$ cat src/rtl/ttl_74161a_chain.sv
// Cascaded 74LS161A 4-bit counters clocked by Clk, with the chip CLK pin sampled on Cen.
// Stages share LOADn/ENP; ENT ripples through each stage's RCO, so the chain counts as one wide binary counter.
module ttl_74161a_chain #(
  parameter int BLOCKS = 2
) (
  input  logic                  Clk,
  input  logic                  CLRn,
  input  logic                  Cen,
  input  logic                  LOADn,
  input  logic                  ENP,
  input  logic                  ENT,
  input  logic [4*BLOCKS-1:0]   D,
  output logic [4*BLOCKS-1:0]   Q,
  output logic [BLOCKS-1:0]     RCO,
  output logic                  Tick
);

  logic                cen_prev_p0;
  logic [4*BLOCKS-1:0] q_p0;
  logic                tick_p0;

  logic                chip_edge;
  logic [BLOCKS-1:0]   stage_full;
  logic [BLOCKS-1:0]   rco_c;
  logic [BLOCKS-1:0]   ent_c;
  logic [4*BLOCKS-1:0] q_next;
  logic                wrap;

  function automatic logic [3:0] inc4(input logic [3:0] v);
    return v + 4'd1;
  endfunction

  assign chip_edge = Cen & ~cen_prev_p0;

  // RCO depends only on Q and ENT, never on ENP or Cen.
  always_comb begin
    logic acc;
    acc        = ENT;
    stage_full = '0;
    rco_c      = '0;
    ent_c      = '0;
    for (int i = 0; i < BLOCKS; i++) begin
      stage_full[i] = (q_p0[4*i +: 4] == 4'hF);
      ent_c[i]      = acc;
      acc           = acc & stage_full[i];
      rco_c[i]      = acc;
    end
  end

  always_comb begin
    q_next = q_p0;
    if (!LOADn) begin
      q_next = D;
    end else begin
      for (int i = 0; i < BLOCKS; i++) begin
        if (ENP && ent_c[i]) q_next[4*i +: 4] = inc4(q_p0[4*i +: 4]);
      end
    end
  end

  assign wrap = LOADn & ENP & rco_c[BLOCKS-1];

  // Stage p0: Cen history, counter state and wrap pulse
  always_ff @(posedge Clk or negedge CLRn) begin
    if (!CLRn) begin
      cen_prev_p0 <= 1'b1;
      q_p0        <= '0;
      tick_p0     <= 1'b0;
    end else begin
      cen_prev_p0 <= Cen;
      tick_p0     <= chip_edge & wrap;
      if (chip_edge) q_p0 <= q_next;
    end
  end

  assign Q    = q_p0;
  assign RCO  = rco_c;
  assign Tick = tick_p0;

endmodule

$ cat config.mk
export PLATFORM = sky130hd
export DESIGN_NAME = ttl_74161a_chain
export DESIGN_NICKNAME = d
export VERILOG_FILES = /design/src/rtl/ttl_74161a_chain.sv
export SDC_FILE = /design/constraint.sdc
export NUM_CORES = 1
export LEC_CHECK = 0
export CORE_UTILIZATION = 35
export DETAILED_ROUTE_END_ITERATION = 16
export PLACE_DENSITY = 0.75
export SYNTH_ARGS = -nofsm -noshare
export SYNTH_HDL_FRONTEND = slang
export SYNTH_SLANG_ARGS = --single-unit
$ cat constraint.sdc
create_clock -name Clk -period 1.35 [get_ports Clk]
set_input_delay 0.27 -clock Clk [delete_from_list [all_inputs] [get_ports Clk]]
set_output_delay 0.27 -clock Clk [all_outputs]
set_load 0.05 [all_outputs]
==> flow_metrics.env <==
export IMPL_leakage_nw=0.549
export IMPL_ys_ff_latch=10
export IMPL_end_kind="output pin"
export IMPL_p_comb_share_pct=55.8
export IMPL_grt_usage_pct=26.7
export IMPL_path_clk_slew_ns=0.08
export IMPL_critPathLaunchType="flip-flop"
export IMPL_fin_ws_ns=-0.293
export IMPL_routedWlPerCell_um=17.8
export IMPL_p_int_uw=969
export IMPL_period_needed_ns=1.64
export IMPL_drc=0
export IMPL_slew_viol_final=0
export IMPL_wirelength_um=2550
export IMPL_n_antenna_cell=0
export IMPL_rsz0062_at_grt="true"
export IMPL_nFillCells=107
export IMPL_gp_congestion=0.930
export IMPL_grt_pass1_vias=810
export IMPL_clock_fmax_mhz=609
export IMPL_ant_nets=0
export IMPL_slew_headroom_pct=76.3
export IMPL_crit_type="flip-flop to output pin"
export IMPL_tns_ns=-0.610
export IMPL_drt_first_pass_iters=4
export IMPL_min_path_type="input port to async pin"
export IMPL_die_y_um=45.2
export IMPL_io_pins=25
export IMPL_post_route_period_util_pct=122
export IMPL_crit_arrival_ns=1.37
export IMPL_tightest_slew_ns=0.356
export IMPL_drive_gt1_share_pct=51.7
export IMPL_routed_via_density=5.91
export IMPL_antenna_found_initial=0
export IMPL_postSynthAreaPerCell_um2=9.07
export IMPL_power_per_cell_area_nw_per_um2=1180
export IMPL_worst_hold_slack_ns=0.267
export IMPL_synth_area_um2=653
export IMPL_syn2layout_area_growth_pct=104
export IMPL_design_core_area_um2=1750
export IMPL_seqCellArea_um2=259
export IMPL_p_clk_share_pct=18.1
export IMPL_syn_num_nets=88
export IMPL_worstPathRequired_ns=1.08
export IMPL_switching_share_pct=38.5
export IMPL_yosysWarnings=0
export IMPL_maxCapViolCount=0
export IMPL_post_route_util_pct=76.3
export IMPL_cts_tree="built"
export IMPL_die_area_um2=2040
export IMPL_nets=135
export IMPL_vias=845
export IMPL_hpwl_um=1620
export IMPL_cp_max_fo=2
export IMPL_grt_pass1_wl_um=3770
export IMPL_clk_latency_ns=0.28
export IMPL_cts_buffers_inserted=3
export IMPL_violations="setup timing"
export IMPL_cts_sink_count=10
export IMPL_hold_violations=0
export IMPL_grt_max_degree=15
export IMPL_initial_utilization_pct=37.4
export IMPL_status="finished, violations left"
export IMPL_cts_root_buf="clkbuf_4"
export IMPL_finalSetupViolCount=5
export IMPL_drtIter0Drc=35
export IMPL_die_w_um=45.2
export IMPL_vdd_drop_max_v=0.000687
export IMPL_power_frac_seq_pct=26.1
export IMPL_finalPower_mw=1.57
export IMPL_reg2reg_setup_slack_ns=-0.03
export IMPL_port_buffers=24
export IMPL_ys_seq_area_share_pct=38.5
export IMPL_syn_inst=72
export IMPL_htree_num_levels=1
export IMPL_ctsHoldBuffers=0
export IMPL_yosysUniqueCellTypes=32
export IMPL_skew_ns=0.0104
export IMPL_multiInputGateArea_um2=473
export IMPL_clk_path_buf_depth=2
export IMPL_rows=15
export IMPL_gr_total_overflow=0
export IMPL_p_switching_uw=606
[final timing paths]
check | from | end | cells after the start
max in group asynchronous | CLRn | cen_prev_p0 | 2
max | Q[4] | RCO[1] | 4
min in group Clk | ENP | Tick | 2
max reg2reg | Q[4] | Tick | 5
min reg2reg | Q[6] | Q[6] | 2
min | CLRn | Tick | 2
[synthesized netlist by cell type]
library cell / n / share of area [%]
buf_2: 2 / 1.5
and2_1: 2 / 1.9
clkbuf_2: 2 / 1.5
a2bb2oi_1: 2 / 2.7
and4b_1: 1 / 1.5
and3_1: 2 / 1.9
ha_1: 2 / 3.8
o22ai_1: 7 / 6.7
o211ai_1: 1 / 1.1
nand2_1: 5 / 2.9
dfstp_2: 1 / 4.0
dfrtp_1: 9 / 34
nand4_1: 3 / 2.9
nor3b_1: 2 / 2.3
a31oi_1: 1 / 0.96
nand2b_1: 3 / 2.9
a21oi_1: 5 / 3.8
nand3_1: 2 / 1.5
mux2i_1: 1 / 1.5
a31o_2: 1 / 1.3
nand3_2: 1 / 1.5
nor3_1: 2 / 1.5
and3_2: 1 / 1.1
o21ai_0: 3 / 2.3
o311a_1: 1 / 1.5
nand4b_1: 1 / 1.3
nor2b_1: 3 / 2.9
or3b_1: 1 / 1.3
and4_1: 1 / 1.3
or2b_1: 1 / 1.1
nor4_1: 2 / 1.9
inv_1: 1 / 0.57
[layout by cell type, fill, tap and decap left out, types with 2 or more instances in the layout]
cell	count
buf_4	19
a2bb2oi_1	2
o21ai_0	2
nand3_1	2
nor3_1	2
nand4_1	3
nand2_1	5
buf_6	3
buf_12	11
nor4_2	2
dfrtp_1	3
nor3b_2	2
nor2b_1	3
and3_4	3
clkbuf_4	3
clkdlybuf4s50_1	11
o22ai_1	6
a21oi_1	4
nand2b_1	2
ha_4	2
dfrtp_2	6
[flip-flops by register name, indices dropped and copies added, names as in the netlist]
register     count
Q                8
Tick             1
cen_prev_p0      1
[critical path, stage by stage, from the launching register on]
cell and delay [ns]:
dfrtp_2 0.43, ha_4 0.17, and3_4 0.17, and3_4 0.18
buf_12 0.14
[per-layer routing]
layer	track usage, %	vias up	part of all wire, %
li1	-	371	-
met1	32.3	405	36
met2	41.7	58	53
met3	7.20	11	8.1
met4	17.0	0	3.1
met5	0	-	0
[through the flow]
stage / instance area, um^2 / instances / worst slack, ns
4_1_cts: 1250 / 141 / -0.285
2_1_floorplan: 684 / 72 / -0.150
5_1_grt: 1330 / 143 / -0.327
6_report: 1330 / 143 / -0.293
3_3_place_gp: 1170 / 134 / -0.239
3_5_place_dp: 1170 / 134 / -0.284
[cells by family after synthesis]
kind of cell,share of synthesized area [%]
buffers and inverters,3.64
AO/OA/AOI/OAI,20.5
adder cells (fa/ha/maj),3.83
multiplexers,1.53
flip-flops,38.5
AND/OR/NAND/NOR,32.0
[repair_timing]
action                                  CTS  global route
resized for setup                         6            13
buffers inserted                          3             4
pin swaps                                 4             6
endpoints found under the setup margin    4            10
[power by group through the flow]
stage                     logic (mW)  registers (mW)  clock network (mW)
after floorplan                0.171           0.588                   0
after global placement         0.760           0.399                   0
after detailed placement       0.777           0.406                   0
after CTS                      0.806           0.406               0.284
after global routing           0.919           0.415               0.307
final                          0.879           0.410               0.285
[final cells by class]
class / instances / share of cell area [%]
clock buffer: 4 / 2.73
inverter: 1 / 0.282
multi-input combinational: 57 / 35.5
sequential: 10 / 19.5
tap: 25 / 2.35
timing repair buffer: 46 / 39.7
No activity file was read; power rests on OpenSTA's default activity.
